## src/rtl/vlsu_pkg.sv

```systemverilog
// Shared types and sizing for the vector load/store address generator.
package vlsu_pkg;

    localparam int busBits      = 512;
    localparam int busBytes     = busBits / 8;
    localparam int addrBits     = 32;
    localparam int metaBufDepth = 4;
    localparam int offBits      = $clog2(busBytes);
    localparam int pageBytes    = 4096;

    // One-hot request mode.
    typedef logic [3:0] mode_oh_t;
    localparam mode_oh_t MODE_INCR  = 4'b0001;
    localparam mode_oh_t MODE_STRD  = 4'b0010;
    localparam mode_oh_t MODE_ROW2D = 4'b0100;
    localparam mode_oh_t MODE_CLN2D = 4'b1000;

    typedef enum logic [1:0] {
        IDLE     = 2'd0,
        INCR_GEN = 2'd1,
        STRD_GEN = 2'd2
    } gen_state_t;

    // Per-transaction bookkeeping handed to the data path.
    typedef struct packed {
        logic [offBits-1:0] off;
        logic [12:0]        bytes;
        mode_oh_t           mode;
    } meta_t;

    // True when the low address bits are a multiple of the element size.
    function automatic logic is_aligned(input logic [2:0] addr_lo, input logic [1:0] esz);
        logic [2:0] mask;
        mask = 3'((4'd1 << esz) - 4'd1);
        return (addr_lo & mask) == 3'd0;
    endfunction

endpackage

```

## src/rtl/vlsu_meta_fifo.sv

```systemverilog
// Small in-order FIFO for transaction meta entries; push and pop may
// coincide, including when full.
module vlsu_meta_fifo #(
    parameter int  Depth = 4,
    parameter type T     = logic
) (
    input  logic clk_i,
    input  logic rst_ni,
    input  logic push_i,
    input  T     data_i,
    output logic full_o,
    input  logic pop_i,
    output T     data_o,
    output logic empty_o
);

    localparam int PtrW = (Depth > 1) ? $clog2(Depth) : 1;
    localparam int CntW = $clog2(Depth + 1);

    T                mem [Depth];
    logic [PtrW-1:0] wr_ptr;
    logic [PtrW-1:0] rd_ptr;
    logic [CntW-1:0] count;
    logic            do_push;
    logic            do_pop;

    function automatic logic [PtrW-1:0] ptr_inc(input logic [PtrW-1:0] p);
        return (p == PtrW'(Depth - 1)) ? '0 : p + PtrW'(1);
    endfunction

    assign full_o  = (count == CntW'(Depth));
    assign empty_o = (count == '0);
    assign do_pop  = pop_i && !empty_o;
    assign do_push = push_i && (!full_o || do_pop);
    assign data_o  = empty_o ? T'('0) : mem[rd_ptr];

    // Storage, pointers and occupancy count.
    always_ff @(posedge clk_i or negedge rst_ni) begin
        if (!rst_ni) begin
            for (int i = 0; i < Depth; i++) mem[i] <= '0;
            wr_ptr <= '0;
            rd_ptr <= '0;
            count  <= '0;
        end else begin
            if (do_push) begin
                mem[wr_ptr] <= data_i;
                wr_ptr      <= ptr_inc(wr_ptr);
            end
            if (do_pop) rd_ptr <= ptr_inc(rd_ptr);
            case ({do_push, do_pop})
                2'b10:   count <= count + CntW'(1);
                2'b01:   count <= count - CntW'(1);
                default: count <= count;
            endcase
        end
    end

endmodule

```

## src/rtl/vlsu_addr_gen.sv

```systemverilog
// Splits vector memory requests into bus transactions: unit-stride requests
// become 4 KB-bounded bursts, strided requests become one beat per element.
// Each issued transaction records its meta entry in an in-order FIFO.
module vlsu_addr_gen #(
    parameter int busBits      = vlsu_pkg::busBits,
    parameter int addrBits     = vlsu_pkg::addrBits,
    parameter int metaBufDepth = vlsu_pkg::metaBufDepth
) (
    input  logic                            clk_i,
    input  logic                            rst_ni,
    input  logic                            req_valid_i,
    output logic                            req_ready_o,
    input  vlsu_pkg::mode_oh_t              req_mode_i,
    input  logic [addrBits-1:0]             req_base_i,
    input  logic signed [addrBits-1:0]      req_stride_i,
    input  logic [1:0]                      req_esz_i,
    input  logic [15:0]                     req_len_i,
    output logic                            txn_valid_o,
    input  logic                            txn_ready_i,
    output logic [addrBits-1:0]             txn_addr_o,
    output logic [7:0]                      txn_len_o,
    output logic [2:0]                      txn_size_o,
    output logic                            meta_valid_o,
    input  logic                            meta_ready_i,
    output logic [$clog2(busBits/8)-1:0]    meta_off_o,
    output logic [12:0]                     meta_bytes_o,
    output vlsu_pkg::mode_oh_t              meta_mode_o,
    output logic                            done_o,
    output logic                            err_o
);

    import vlsu_pkg::*;

    localparam int OffBits = $clog2(busBits / 8);

    gen_state_t                 state_q, state_d;
    logic [addrBits-1:0]        addr_q, addr_d;
    logic signed [addrBits-1:0] stride_q, stride_d;
    // Bytes left (unit-stride) or elements left (strided).
    logic [19:0]                rem_q, rem_d;
    logic [1:0]                 esz_q, esz_d;
    mode_oh_t                   mode_q, mode_d;
    logic                       done_q, done_d;
    logic                       err_q, err_d;

    logic [12:0]                page_room;
    logic [12:0]                chunk;
    logic [OffBits-1:0]         addr_off;
    logic [13:0]                span;
    logic                       req_ok;

    meta_t                      meta_in;
    meta_t                      meta_out;
    logic                       fifo_full;
    logic                       fifo_empty;

    // Burst sizing: stop at the page end, count beats from the in-beat offset.
    assign page_room = 13'(pageBytes) - {1'b0, addr_q[11:0]};
    assign chunk     = (rem_q < 20'(page_room)) ? rem_q[12:0] : page_room;
    assign addr_off  = addr_q[OffBits-1:0];
    assign span      = 14'(addr_off) + 14'(chunk);

    assign req_ok = $onehot(req_mode_i)
                 && ((req_mode_i == MODE_INCR) || (req_mode_i == MODE_STRD))
                 && is_aligned(req_base_i[2:0], req_esz_i);

    assign req_ready_o = (state_q == IDLE);
    assign done_o      = done_q;
    assign err_o       = err_q;

    // Next-state, request capture and transaction outputs.
    always_comb begin
        state_d      = state_q;
        addr_d       = addr_q;
        stride_d     = stride_q;
        rem_d        = rem_q;
        esz_d        = esz_q;
        mode_d       = mode_q;
        done_d       = 1'b0;
        err_d        = 1'b0;
        txn_valid_o  = 1'b0;
        txn_addr_o   = '0;
        txn_len_o    = '0;
        txn_size_o   = '0;
        meta_in      = '0;

        case (state_q)
            IDLE: begin
                if (req_valid_i) begin
                    if (!req_ok) begin
                        err_d = 1'b1;
                    end else if (req_len_i == 16'd0) begin
                        done_d = 1'b1;
                    end else begin
                        addr_d   = req_base_i;
                        stride_d = req_stride_i;
                        esz_d    = req_esz_i;
                        mode_d   = req_mode_i;
                        if (req_mode_i == MODE_INCR) begin
                            rem_d   = 20'(req_len_i) << req_esz_i;
                            state_d = INCR_GEN;
                        end else begin
                            rem_d   = 20'(req_len_i);
                            state_d = STRD_GEN;
                        end
                    end
                end
            end
            INCR_GEN: begin
                txn_valid_o   = !fifo_full;
                txn_addr_o    = addr_q;
                txn_len_o     = 8'((span - 14'd1) >> OffBits);
                txn_size_o    = 3'(OffBits);
                meta_in.off   = offBits'(addr_off);
                meta_in.bytes = chunk;
                meta_in.mode  = mode_q;
                if (!fifo_full && txn_ready_i) begin
                    addr_d = addr_q + addrBits'(chunk);
                    rem_d  = rem_q - 20'(chunk);
                    if (rem_q == 20'(chunk)) begin
                        state_d = IDLE;
                        done_d  = 1'b1;
                    end
                end
            end
            STRD_GEN: begin
                txn_valid_o   = !fifo_full;
                txn_addr_o    = addr_q;
                txn_len_o     = 8'd0;
                txn_size_o    = {1'b0, esz_q};
                meta_in.off   = offBits'(addr_off);
                meta_in.bytes = 13'd1 << esz_q;
                meta_in.mode  = mode_q;
                if (!fifo_full && txn_ready_i) begin
                    addr_d = addr_q + $unsigned(stride_q);
                    rem_d  = rem_q - 20'd1;
                    if (rem_q == 20'd1) begin
                        state_d = IDLE;
                        done_d  = 1'b1;
                    end
                end
            end
            default: state_d = IDLE;
        endcase
    end

    // State and working registers; reset discards any request in flight.
    always_ff @(posedge clk_i or negedge rst_ni) begin
        if (!rst_ni) begin
            state_q  <= IDLE;
            addr_q   <= '0;
            stride_q <= '0;
            rem_q    <= '0;
            esz_q    <= '0;
            mode_q   <= '0;
            done_q   <= 1'b0;
            err_q    <= 1'b0;
        end else begin
            state_q  <= state_d;
            addr_q   <= addr_d;
            stride_q <= stride_d;
            rem_q    <= rem_d;
            esz_q    <= esz_d;
            mode_q   <= mode_d;
            done_q   <= done_d;
            err_q    <= err_d;
        end
    end

    vlsu_meta_fifo #(
        .Depth (metaBufDepth),
        .T     (meta_t)
    ) u_meta_fifo (
        .clk_i   (clk_i),
        .rst_ni  (rst_ni),
        .push_i  (txn_valid_o && txn_ready_i),
        .data_i  (meta_in),
        .full_o  (fifo_full),
        .pop_i   (meta_ready_i),
        .data_o  (meta_out),
        .empty_o (fifo_empty)
    );

    assign meta_valid_o = !fifo_empty;
    assign meta_off_o   = OffBits'(meta_out.off);
    assign meta_bytes_o = meta_out.bytes;
    assign meta_mode_o  = meta_out.mode;

endmodule

```

## config.mk

```make
export PLATFORM = sky130hd
export DESIGN_NAME = vlsu_addr_gen
export DESIGN_NICKNAME = d
export VERILOG_FILES = /design/src/rtl/vlsu_pkg.sv /design/src/rtl/vlsu_meta_fifo.sv /design/src/rtl/vlsu_addr_gen.sv
export SDC_FILE = /design/constraint.sdc
export NUM_CORES = 1
export LEC_CHECK = 0
export CAP_MARGIN = 20
export CELL_PAD_IN_SITES_DETAIL_PLACEMENT = 1
export CELL_PAD_IN_SITES_GLOBAL_PLACEMENT = 1
export CORE_UTILIZATION = 45
export CTS_CLUSTER_DIAMETER = 120
export DETAILED_ROUTE_END_ITERATION = 8
export PLACE_DENSITY = 0.86
export SKIP_LAST_GASP = 1
export SYNTH_ARGS = -nofsm -noshare
export SYNTH_HDL_FRONTEND = slang
export SYNTH_SLANG_ARGS = --single-unit
```

## constraint.sdc

```tcl
create_clock -name clk_i -period 11.3 [get_ports clk_i]
set_clock_uncertainty 0.15 [all_clocks]
set_input_delay 1.695 -clock clk_i [delete_from_list [all_inputs] [get_ports clk_i]]
set_output_delay 1.695 -clock clk_i [all_outputs]
set_load 0.005 [all_outputs]
```

# [Yosys cells after proc, flatten, opt, wreduce, memory -nomap -nowiden]
# Cells that the tools add are included.
# Widths: inputs -> output; s select.
[word_totals] inputBits=91 regBits=193 output_inout_bits=71 elab_cells=138
[classes] bitwise_logic=4 shift=3 n_reduce_logical=21 eq_ne=19 n_mux=49 n_addsub=15 n_lt_le_gt_ge=4
[op_table] op="$mux 32" n=6
[op_table] op="$mux 20" n=6
[op_table] op="$pmux 32 s3" n=1
[op_table] op="$bwmux 92" n=1
[op_table] op="$mux 23" n=4
[op_table] op="$pmux 20 s3" n=1
[op_table] op="$bmux 23 s2" n=1
[op_table] op="$demux 23 s2" n=1
[op_table] op="$pmux 23 s2" n=1
[op_table] op="$add 32x13->32" n=1
[op_table] op="$add 32x32->32" n=1
[op_table] op="$eq 20x1->1 const B" n=1
[op_table] op="$eq 20x13->1" n=1
[op_table] op="$lt 20x13->1" n=1
[op_table] op="$mux 2" n=10
[op_table] op="$shl 16x2->20" n=1
[op_table] op="$sub 20x1->20 const B" n=1
[op_table] op="$sub 20x13->20" n=1
[op_table] op="$logic_not 16->1" n=1
[op_table] op="$add 6x13->14" n=1
[op_table] op="$sub 14x1->14 const B" n=1
[op_table] op="$mux 13" n=1
[op_table] op="$shl 1x2->13 const A" n=1
[op_table] op="$sub 13x12->13 const A" n=1
[op_table] op="other kinds (35)" n=69

# [Logic depth before layout (Yosys ltp)]
[depth] word_depth=8 ltp_mapped=35 ltp_nobuf=30

# [By module]
# From an unflattened synthesis, not the netlist that was laid out.
[hier_totals] hier_cells=1497 area_unflattened_um2=14273.7
[by_module_without_submodules] module="vlsu_addr_gen" cells_each=1208 n_inst=1 area_per_inst_um2=9678.0 seq_area_each_um2=2352.3
[by_module_without_submodules] module="vlsu_meta_fifo" cells_each=289 n_inst=1 area_per_inst_um2=4595.7 seq_area_each_um2=2477.4

# [Least setup slack after synthesis]
# OpenSTA, ideal clock, no wires.
[synth_timing] path_kind="reg-to-output" start="register addr_q[1]" end="output port txn_len_o[7]" slack_ps=3606 path_stages_with_launch=30 path_buffers=5 t_arrival_ps=5849 required_time_ps=9455 path_cell_list="dfrtp_1 -> clkbuf_8 -> inv_1 -> ha_1 -> or4b_4 -> buf_6 -> nor4_1 -> xor2_1 -> ha_1 -> a21boi_0 -> nand4b_1 -> a41oi_1 -> a2111oi_2 -> a31o_4 -> nor3_4 -> buf_6 -> buf_2 -> buf_1 -> nand2_1 -> o21ai_0 -> or2_2 -> nand2_1 -> ha_1 -> a211oi_1 -> o311a_1 -> a211o_1 -> nand4_4 -> or4_4 -> mux2_4 -> nor2_2"
[synth_between] elab_chain_cells=6
[synth_lines] item="from (decl)" line="vlsu_addr_gen.sv:37" source="logic [addrBits-1:0] addr_q, addr_d;"
[synth_lines] item="from (signal assigned)" line="vlsu_addr_gen.sv:160" source="addr_q <= addr_d;"
[synth_lines] item="$sub 13x12->13" line="vlsu_addr_gen.sv:58" source="assign page_room = 13'(pageBytes) - {1'b0, addr_q[11:0]};"
[synth_lines] item="$lt 20x13->1" line="vlsu_addr_gen.sv:59" source="assign chunk = (rem_q < 20'(page_room)) ? rem_q[12:0] : page_room;"
[synth_lines] item="$mux 13" line="vlsu_addr_gen.sv:59"
[synth_lines] item="$add 6x13->14 *" line="vlsu_addr_gen.sv:61" source="assign span = 14'(addr_off) + 14'(chunk);"
[synth_lines] item="$sub 14x1->14 *" line="vlsu_addr_gen.sv:112" source="txn_len_o = 8'((span - 14'd1) >> OffBits);"
[synth_lines] item="$mux 8 *" line="vlsu_addr_gen.sv:87" source="case (state_q)"
[synth_lines] item="to (decl)" line="vlsu_addr_gen.sv:21" source="output logic [7:0] txn_len_o,"
# Mark *: on every way between the ends. The rest lies on a longest branch, timed or not.

# [Worst setup path in the final report]
# Same ends and word-level chain as after synthesis.

==> metrics.md <==
| Metric | Value |
|---|---|
| Register area | `0.00483 mm2` |
| Hold Crit Class | `reg2reg` |
| FFs w/ async S/R, synth | `100%` |
| Initial antenna violation count | `0` |
| P_leak | `7.02 nW` |
| Remaining DRCs | `0` |
| Number of synthesized flops with an enable pin | `0` |
| Status | `complete, no violations` |
| GPL Wtd Cong | `about 0.91` |
| Tightest Pin Transition | `between 0.9 and 1 ns` |
| CTS Root Cell | `clkbuf_16` |
| Routed vias/inst | `slightly above 6` |
| Setup CP Type | `reg2out` |
| DP HPWL | `~33 mm` |
| Register bit total from synthesis | `between 150 and 200` |
| # port buffers | `~160` |
| Post-cts gate resize count | `0` |
| Sequential-to-total area share from yosys stat | `around a third` |
| R2r setup slk | `around 2.9 ns` |
| Final setup violation count | `0` |
| Core Util, Final | `54.6%` |
| Crit end category | `output pin` |
| Netlist cell types | `91` |
| Worst Hold Slack | `~0.34 ns` |
| Core area | `0.0300 mm2` |
| Synthesized area | `about 0.014 mm2` |
| DRT Pass-1 Iters | `6` |
| Wire per inst | `roughly 22 um` |
| TritonCTS clock tree | `done` |
| Critical path fanouts, max | `30` |
| Die area | `between 0.03 and 0.04 mm2` |
| CTS Hold Buffers Added | `0` |
| Top-level port count | `approximately 160` |
| Syn. warnings | `0` |
| GR Overflow Total | `0` |
| Clock Latency Late Sink | `around 0.47 ns` |
| Detailed router's first-iteration violation count | `between 600 and 700` |
| Diode count | `0` |
| Via count | `around 13000` |
| Wirelength, routed | `roughly 45 mm` |
| WP data arrival | `about 7.5 ns` |
| Yosys top cell by area | `dfrtp_1` |
| Horiz. Die Dim | `approximately 180 um` |
| Antenna viol nets, final | `0` |
| Slew Limit Fails | `0` |
| Fmax | `roughly 110 MHz` |
| Setup crit start kind | `flip-flop` |
| Post-CTS Setup Bufs | `0` |
| Top post-synthesis cells by area | `dfrtp_1 35%, o21ai_0 6.6%, nand2_1 6.4%` |
| Worst rel slew slack | `36.8%` |
| CTS Buf Count | `17` |
| Vias in the first global route | `between 10000 and 15000` |
| Area growth from synthesis to layout | `17.8%` |
| H-tree depth | `4` |
| CP required | `between 9 and 10 ns` |
| Syn_nets | `1730` |
| # clock sinks | `193` |
| Starting Density | `about 46%` |
| Most frequent cell after synthesis | `nand2_1` |
| Rows | `63` |
| Worst VDD drop | `approximately 0.14 mV` |
| Top FF cell, synth | `dfrtp_1` |
| CTS clk-pin slew, worst paths | `about 0.090 ns` |
| Unrepaired setup endpoints after global routing | `no` |
| Period utilization | `~83%` |
| Max clock buf depth | `2` |
| Commonest cells in the netlist | `235 x nand2_1, 193 x dfrtp_1, 184 x o21ai_0` |
| Gate Count Post-Synth | `about 1600` |
| Layout cells sized above 1 | `a little over 10%` |
| Die Height | `178 um` |
| Final critical-path required period | `just over 9 ns` |
| Synth top area share | `a little over a third` |
| Power per cell area | `around 300 mW/mm2` |
| Largest net degree at the start of global routing | `87` |
| Fill count | `3429` |
| First-pass GRT wire length | `between 70 and 80 mm` |
| Avg Cell Area, Syn | `slightly below 9 um2` |
| Max-cap viol count | `0` |
| Final setup TNS | `0 ns` |
| Multi-input gate area | `0.00846 mm2` |
| Global-route usage over all layers | `about 30%` |
| Final hold vios | `0` |
| Final #Nets | `1832` |
report_power, final:
part           internal (mW)  switching (mW)
Clock                  0.326           0.338
Sequential             0.872           0.242
Combinational           1.27            1.84
layout by cell type (no fill, tap or decap), drive strengths merged, types with 25 or more instances in the layout:
cell type | Yosys | final
a21oi | 84 | 84
and2 | 79 | 79
clkdlybuf4s50 | 0 | 160
dfrtp | 193 | 193
ha | 64 | 64
inv | 45 | 53
mux2 | 51 | 51
mux2i | 33 | 33
mux4 | 26 | 26
nand2 | 235 | 235
nand3 | 25 | 25
nor2 | 84 | 84
nor3 | 36 | 36
o21ai | 187 | 187
xnor2 | 38 | 38
xor2 | 33 | 33
cell type report:
type | instances | area share, %
repair buffers | 179 | 10.8
inverters | 46 | 1.06
clock buffers | 17 | 2.60
multi-input cells | 1237 | 51.8
clock inverters | 15 | 1.29
flip-flops and latches | 193 | 29.5
well taps | 390 | 2.98
metrics by stage:
stage	instance area (um2)	power, mW	instances	worst slack (ns)
floorplan	13900	3.27	1572	3.61
global placement	15700	4.06	2043	2.94
detailed placement	15700	4.19	2043	2.52
CTS	16300	4.88	2075	1.97
global route	16400	5.23	2077	1.54
finish	16400	4.89	2077	1.96
per-layer routing:
layer	global-route usage [%]	vias up	wire, um
met5	0	-	0
met4	10.5	0	1220
met3	3.92	77	1710
met2	51.9	322	23000
met1	36.8	6367	19300
li1	-	5818	-
registers in the layout, indices dropped and copies added (netlist names):
signal              cells
u_meta_fifo.mem        92
addr_q                 32
stride_q               32
rem_q                  20
mode_q                  4
u_meta_fifo.count       3
esz_q                   2
state_q                 2
u_meta_fifo.rd_ptr      2
u_meta_fifo.wr_ptr      2
done_o                  1
err_o                   1
logic make-up (layout without fill, tap and decap cells):
| kind of cell | after synthesis | count (layout) | synth area share (%) |
|---|---|---|---|
| adder cells (fa/ha/maj) | 68 | 68 | 6.27 |
| flip-flops | 193 | 193 | 34.8 |
| buffers and inverters | 142 | 257 | 4.39 |
| multiplexers | 110 | 110 | 10.8 |
| XOR/XNOR | 72 | 72 | 4.65 |
| AO/OA/AOI/OAI | 426 | 426 | 19.2 |
| AND/OR/NAND/NOR | 561 | 561 | 19.9 |
worst max-delay path, stage by stage, from the launching register on:
cell	delay [ns]
dfrtp_1	0.51
inv_1	0.22
ha_1	0.25
or4b_4	0.56
nor4_1	0.27
xor2_1	0.26
ha_1	0.22
a21oi_1	0.09
o21ai_0	0.16
a41oi_1	0.17
a2111oi_2	0.65
a31o_4	0.21
nor3_4	0.08
buf_4	0.26
o21ai_0	0.43
or2_2	0.22
nand2_1	0.05
ha_1	0.21
a211oi_1	0.28
o311a_1	0.22
a211o_1	0.24
nand4_4	0.16
or4_4	0.45
mux2_4	0.27
nor2_2	0.07
clkdlybuf4s50_1	0.51
final timing paths:
check / from / to / depth (start not counted)
worst max-delay path: addr_q[1] / txn_len_o[7] / 25
worst min-delay path: u_meta_fifo.mem[43] / u_meta_fifo.mem[43] / 2
worst max register to register: addr_q[5] / addr_q[30] / 25
worst min register to register: u_meta_fifo.mem[43] / u_meta_fifo.mem[43] / 2
max in group asynchronous: rst_ni / stride_q[12] / 2
min in group asynchronous: rst_ni / u_meta_fifo.mem[23] / 1
No activity file was read; power rests on OpenSTA's default activity.
